===== config.mk =====
export PLATFORM = sky130hd
export DESIGN_NAME = shift_add_multiplier8
export DESIGN_NICKNAME = d
export VERILOG_FILES = /design/src/rtl/shift_add_multiplier8.sv
export SDC_FILE = /design/constraint.sdc
export NUM_CORES = 1
export LEC_CHECK = 0
export CORE_MARGIN = 2
export CORE_UTILIZATION = 30
export CTS_CLUSTER_SIZE = 28
export DETAILED_ROUTE_END_ITERATION = 6
export SLEW_MARGIN = 15
export SYNTH_ARGS = -nofsm -noshare
export SYNTH_HDL_FRONTEND = slang
export SYNTH_SLANG_ARGS = --single-unit

===== constraint.sdc =====
create_clock -name clk -period 9.82 [get_ports clk]
set_input_delay 0.982 -clock clk [delete_from_list [all_inputs] [get_ports clk]]
set_output_delay 0.982 -clock clk [all_outputs]
set_load 0.02 [all_outputs]

===== src/rtl/shift_add_multiplier8.sv =====
// Sequential 8x8 shift-add multiplier built around the shared ripple-carry adder.
// Works on operand magnitudes and applies the product sign in a final cycle.

module bit8carryadder (
    input  logic [7:0] a,
    input  logic [7:0] b,
    input  logic       cin,
    output logic [7:0] sum,
    output logic       cout
);
    logic [8:0] carry;

    assign carry[0] = cin;

    for (genvar i = 0; i < 8; i++) begin : g_fa
        assign sum[i]     = a[i] ^ b[i] ^ carry[i];
        assign carry[i+1] = (a[i] & b[i]) | (carry[i] & (a[i] ^ b[i]));
    end

    assign cout = carry[8];
endmodule

module shift_add_multiplier8 #(
    parameter bit SIGNED = 1'b1
) (
    input  logic        clk,
    input  logic        rst,
    input  logic        start,
    input  logic [7:0]  a,
    input  logic [7:0]  b,
    output logic [15:0] product,
    output logic        busy,
    output logic        done
);
    typedef enum logic [1:0] {IDLE, MUL, FIN} state_t;

    state_t      state_q, state_d;
    logic [7:0]  m_q, m_d;
    logic [7:0]  q_q, q_d;
    logic [7:0]  acc_q, acc_d;
    logic [2:0]  cnt_q, cnt_d;
    logic        sign_q, sign_d;
    logic [15:0] product_q, product_d;
    logic        done_q, done_d;

    logic [7:0]  a_mag, b_mag;
    logic [7:0]  add_b, add_sum;
    logic        add_cout;

    // The adder only ever sees the accumulator and either M or zero.
    assign add_b = q_q[0] ? m_q : 8'h00;

    bit8carryadder u_adder (
        .a    (acc_q),
        .b    (add_b),
        .cin  (1'b0),
        .sum  (add_sum),
        .cout (add_cout)
    );

    // -128 maps to 8'h80, which is the correct unsigned magnitude.
    assign a_mag = ((SIGNED != 1'b0) && a[7]) ? (~a + 8'd1) : a;
    assign b_mag = ((SIGNED != 1'b0) && b[7]) ? (~b + 8'd1) : b;

    always_comb begin
        state_d   = state_q;
        m_d       = m_q;
        q_d       = q_q;
        acc_d     = acc_q;
        cnt_d     = cnt_q;
        sign_d    = sign_q;
        product_d = product_q;
        done_d    = 1'b0;

        case (state_q)
            IDLE: begin
                if (start) begin
                    state_d = MUL;
                    m_d     = a_mag;
                    q_d     = b_mag;
                    acc_d   = 8'h00;
                    cnt_d   = 3'd0;
                    sign_d  = (SIGNED != 1'b0) ? (a[7] ^ b[7]) : 1'b0;
                end
            end
            MUL: begin
                // Right shift of {carry, sum, Q}; Q[0] has been consumed.
                {acc_d, q_d} = {add_cout, add_sum, q_q[7:1]};
                cnt_d        = cnt_q + 3'd1;
                if (cnt_q == 3'd7) begin
                    state_d = FIN;
                end
            end
            FIN: begin
                product_d = sign_q ? (~{acc_q, q_q} + 16'd1) : {acc_q, q_q};
                done_d    = 1'b1;
                state_d   = IDLE;
            end
            default: begin
                state_d = IDLE;
            end
        endcase
    end

    always_ff @(posedge clk) begin
        if (rst) begin
            state_q   <= IDLE;
            m_q       <= 8'h00;
            q_q       <= 8'h00;
            acc_q     <= 8'h00;
            cnt_q     <= 3'd0;
            sign_q    <= 1'b0;
            product_q <= 16'h0000;
            done_q    <= 1'b0;
        end else begin
            state_q   <= state_d;
            m_q       <= m_d;
            q_q       <= q_d;
            acc_q     <= acc_d;
            cnt_q     <= cnt_d;
            sign_q    <= sign_d;
            product_q <= product_d;
            done_q    <= done_d;
        end
    end

    assign product = product_q;
    assign done    = done_q;
    assign busy    = (state_q != IDLE);
endmodule


# Word-level counts from Yosys, hierarchy flattened
# Index checks and enable logic that the tools add are counted.
[classes]
add_sub_neg = 4
n_eq_ne = 5
muxes = 14
bitwise_logic = 41
n_reduce_logical = 6
[ops]
columns = ["cell", "count"]
rows = [
  ["$mux 8", 5],
  ["$pmux 8 s2", 2],
  ["$add 16x1->16 const B", 1],
  ["$add 8x1->8 const B", 2],
  ["$mux 16", 1],
  ["$not 16->16", 1],
  ["$not 8->8", 2],
  ["$xor 1x1->1", 16],
  ["$and 1x1->1", 15],
  ["$or 1x1->1", 7],
  ["$pmux 3 s2", 1],
  ["$reduce_and 2->1", 3],
  ["$mux 2", 2],
  ["$ne 2x2->1 const B", 2],
  ["$pmux 2 s2", 1],
  ["$reduce_bool 2->1", 2],
  ["$add 3x1->3 const B", 1],
  ["$eq 3x3->1 const B", 1],
  ["$mux 3", 1],
  ["$eq 2x1->1 const B", 1],
  ["$eq 2x2->1 const B", 1],
  ["$logic_not 2->1", 1],
  ["$mux 1", 1],
]
[totals]
regBits = 47
input_bits = 19
out_inout_bits = 18
elab_cells = 78

# Depth between registers and ports, before layout
[depth]
depth_word = 17
ltp_mapped = 14
ltp_nobuf = 13

# Cells and area by module
# Synthesis repeated with hierarchy kept, for this count alone.
[hier_totals]
cells_unflattened = 302
area_unflattened_um2 = 2613.8
[modules_own_cells]
columns = ["module", "instances", "cells_per_inst", "area_each_um2", "seq_area_each_um2"]
rows = [
  ["shift_add_multiplier8", 1, 284, 2416.1, 940.9],
  ["bit8carryadder", 1, 18, 197.7, 0.0],
]

# Worst setup path before layout
# No wires, ideal clock.
[synth_timing]
path_type = "register -> register"
start = "register q_q[0]"
end = "register acc_q[6]"
setup_ps = 121
arrival_ps = 3530
required_time_ps = 9699
path_slack_ps = 6169
path_stages_with_launch = 15
path_buffers = 1
synth_period_minus_slack_ps = 3651
path_cell_list = "dfxtp_1 > clkbuf_1 > and2_1 > ha_1 > inv_1 > fa_1 > fa_1 > fa_1 > fa_1 > fa_1 > inv_1 > fa_1 > inv_1 > fa_1 > o21ai_0"
[synth_via]
elab_chain_len = 16
elab_cells_between_ends = 29
classes_between = "mux (2); bitwise (27)"
[synth_lines]
columns = ["item", "line", "source"]
rows = [
  ["from (decl)", "39", "logic [7:0] q_q, q_d;"],
  ["from (signal assigned)", "118", "q_q <= q_d;"],
  ["$mux 8 (*)", "51", "assign add_b = q_q[0] ? m_q : 8'h00;"],
  ["$and 1x1->1 / $xor 1x1->1 (equally long branches)", "17", "assign carry[i+1] = (a[i] & b[i]) | (carry[i] & (a[i] ^ b[i]));"],
  ["$and 1x1->1", "17", ""],
  ["$or 1x1->1", "17", ""],
  ["$and 1x1->1", "17", ""],
  ["$or 1x1->1", "17", ""],
  ["$and 1x1->1", "17", ""],
  ["$or 1x1->1", "17", ""],
  ["$and 1x1->1", "17", ""],
  ["$or 1x1->1", "17", ""],
  ["$and 1x1->1", "17", ""],
  ["$or 1x1->1", "17", ""],
  ["$and 1x1->1", "17", ""],
  ["$or 1x1->1", "17", ""],
  ["$xor 1x1->1 (*)", "16", "assign sum[i] = a[i] ^ b[i] ^ carry[i];"],
  ["$pmux 8 s2 (*)", "75", "case (state_q)"],
  ["to (signal assigned)", "110", "acc_q <= 8'h00;"],
  ["to (signal assigned)", "119", "acc_q <= acc_d;"],
  ["to (decl)", "40", "logic [7:0] acc_q, acc_d;"],
]
# Every way passes the cells marked *; elsewhere a longest branch is shown, timed or not.
# A chain may end at the register's enable or synchronous reset.

# Worst setup path after layout
# Ends and elaborated chain as after synthesis.

==> impl_metrics.csv <==
group,metric,value,unit
setup_path,crit_required,10.01,ns
place,port_buffers,36,
clocking,cts_root_buf,"clkbuf_8",
detailed_routing,ant_nets,0,
timing,final.setup.tns,0,ns
clocking,cts_buffers,5,
pwr,power.net_switching,110,uW
place,dpl-instance-area,0.00297,mm2
flow_run,cap_violations,0,
clocking,cts_hold_buf,0,
cells_and_area,fin_area,0.00308,mm2
detailed_routing,drtIter0Drc,113,
floorplan,die_w,96.0,um
pwr,p_comb_share,15.3,%
floorplan,io_pins,37,
clocking,clk_latency,0.30,ns
floorplan,die_h,96.0,um
setup_path,start_kind,"flip-flop",
detailed_routing,vias,2157,
logic_synthesis,synth_common_cells,"47 x dfxtp_1, 26 x nand2_1, 20 x nor2_1, 18 x inv_1, 17 x clkbuf_1",
setup_path,worstSetupPathType,"reg2reg",
logic_synthesis,synthTopCellsByArea,"dfxtp_1 37%, fa_1 5.5%, nand2_1 3.8%",
pwr,powerDensity,133,mW/mm2
floorplan,start_util,30.9,%
logic_synthesis,syn-cell-area,0.00254,mm2
clocking,ctsHtreeMaxLevel,2,
logic_synthesis,ys.flop_type,"dfxtp_1",
timing,period_share,37.9,%
logic_synthesis,synth_area_leader_cell,"dfxtp_1",
floorplan,coreArea,0.00822,mm2
detailed_routing,routed_wl,5780,um
pwr,p_clk_share,34.3,%
timing,slew_violations,0,
global_routing,overflow,0,
logic_synthesis,synth_cell_types,47,
detailed_routing,met3_length,243,um
logic_synthesis,synth-seq-cells,47,
detailed_routing,top_layer_used,"met4",
global_routing,track_usage,13.9,%
pwr,p_sw_share,27.0,%
global_routing,grt_max_degree,35,
timing,maxSlewHeadroom,45.4,%
timing,fin_skew,0.00697,ns
pwr,p_leak,0.00108,uW
timing,fmax,269,MHz
place,globalplace.congestion,0.824,
timing,finalHoldViolations,0,
clocking,cts.sink_count,47,
global_routing,antenna_found_initial,0,
cells_and_area,drive_above_1_share,6.90,%
logic_synthesis,synth_edf_count,0,
clocking,cts_buffer_depth,2,
logic_synthesis,yosysWarnings,0,
cells_and_area,finalNetCount,351,
detailed_routing,drt-wirelength-per-cell,13.6,um
detailed_routing,met2WireLength,2520,um
pwr,pwr-share-seq,50.4,%
floorplan,floorplan.rows,33,
cells_and_area,area_delta_synth_final,21.4,%
clocking,path_clk_slew,0.09,ns
status,status,"finished clean",
logic_synthesis,avgSynthCellArea,8.63,um2
setup_path,end_kind,"flip-flop",
detailed_routing,avgViaCountPerCell,5.09,
logic_synthesis,syn-num-nets,326,
pwr,p_int,299,uW
timing,finalSetupViolations,0,
global_routing,grt_pass1_wl,9940,um
detailed_routing,drc_errors,0,
global_routing,grt_pass1_vias,2009,
clocking,cts-resized-gates,0,
floorplan,die_area,0.00921,mm2
logic_synthesis,yosysMostFrequentCell,"dfxtp_1",
logic_synthesis,ys_seq_area_share,37.1,%
cells_and_area,num_antenna_cells,0,
setup_path,cp.arrival,3.91,ns
clocking,cts_tree,"built",
logic_synthesis,synthCells,294,
detailed_routing,met1Wirelength,2970,um
pwr,vdd_drop_max,0.0845,mV
detailed_routing,dr.pass1.iters,4,
timing,rsz0062_at_grt,"no",
worst_hold_path,hp-class,"reg2reg",
place,hpwl,4200,um
clocking,postCtsSetupBuffers,0,
logic_synthesis,synth_top_cell_area_share,37.1,%
setup_path,crit_fanout,12,
logic_synthesis,synthArstFlopShare,0,%
timing,worst_slew_pin_slew,0.817,ns
timing,finalCriticalPeriod,3.72,ns
power by group through the flow:
stage / combinational, uW / clock [uW] / sequential, uW
2_1_floorplan: 47.8 / 0 / 205
3_3_place_gp: 62.0 / 0 / 210
3_5_place_dp: 62.8 / 0 / 210
4_1_cts: 63.0 / 144 / 206
5_1_grt: 70.4 / 152 / 207
6_report: 62.7 / 140 / 206
area by class of cell:
| cell class | instances | area, um2 |
|---|---|---|
| multi-input cells | 207 | 1450 |
| clock inverters | 2 | 37.5 |
| well taps | 105 | 131 |
| flip-flops and latches | 47 | 941 |
| clock buffers | 5 | 68.8 |
| fillers | 862 | 5140 |
| inverters | 19 | 71.3 |
| repair buffers | 39 | 383 |
registers in the layout, indices dropped and copies added, names as in the netlist:
signal and count:
m_q 8, state_q 2, cnt_q 3, acc_q 8, done 1, sign_q 1, q_q 8, product 16
path summary, 6_finish.rpt:
| kind | start | endpoint | slack [ns] | cells past startpoint |
|---|---|---|---|---|
| max | q_q[0] | acc_q[6] | 6.10 | 13 |
| min | m_q[0] | m_q[0] | 0.45 | 2 |
| max reg2reg | q_q[0] | acc_q[6] | 6.10 | 13 |
| min reg2reg | m_q[0] | m_q[0] | 0.45 | 2 |
kinds of logic after synthesis:
group,share of synthesized area (%)
AO/OA/AOI/OAI,21.4
XOR/XNOR,6.56
adder cells (fa/ha/maj),8.48
buffers and inverters,6.26
flip-flops,37.1
multiplexers,1.18
AND/OR/NAND/NOR,19.0
routing by layer:
metal / global-route usage [%] / up-vias
met5: 0 / -
met4: 5.48 / 0
met3: 2.43 / 2
met2: 21.2 / 51
met1: 19.5 / 1019
li1: - / 1085
per-stage QoR:
| step | util [%] | power, uW | hold WS [ns] | std cells | setup WS (ns) |
|---|---|---|---|---|---|
| floorplan | - | 253 | 0.425 | 294 | 6.17 |
| global placement | 36.1 | 272 | 0.436 | 417 | 6.15 |
| detailed placement | 36.1 | 273 | 0.446 | 417 | 6.08 |
| CTS | 37.4 | 413 | 0.458 | 424 | 6.08 |
| global route | 37.5 | 430 | 0.484 | 424 | 5.87 |
| finish | 37.5 | 409 | 0.455 | 424 | 6.10 |
cell usage in the layout, fill, tap and decap left out, types with 5 or more instances in the layout:
master,netlist,final
a211oi_1,11,11
a21oi_1,13,13
a22oi_1,6,6
clkbuf_8,0,5
clkdlybuf4s50_1,0,36
dfxtp_1,47,47
fa_1,7,7
ha_1,6,6
inv_1,18,18
nand2_1,26,26
nand3_1,9,9
nor2_1,20,20
nor2b_1,5,5
o21ai_0,16,16
o31ai_1,5,5
xnor2_1,11,11
xor2_1,8,8
critical path, cell delays in order (launching register included):
cell,delay (ns)
dfxtp_1,0.54
and2_1,0.18
ha_1,0.13
inv_1,0.05
fa_1,0.37
fa_1,0.38
fa_1,0.39
fa_1,0.38
fa_1,0.37
inv_1,0.07
fa_1,0.15
inv_1,0.05
fa_1,0.46
o21ai_0,0.07
Note: power is estimated with default switching activity, not from simulation.
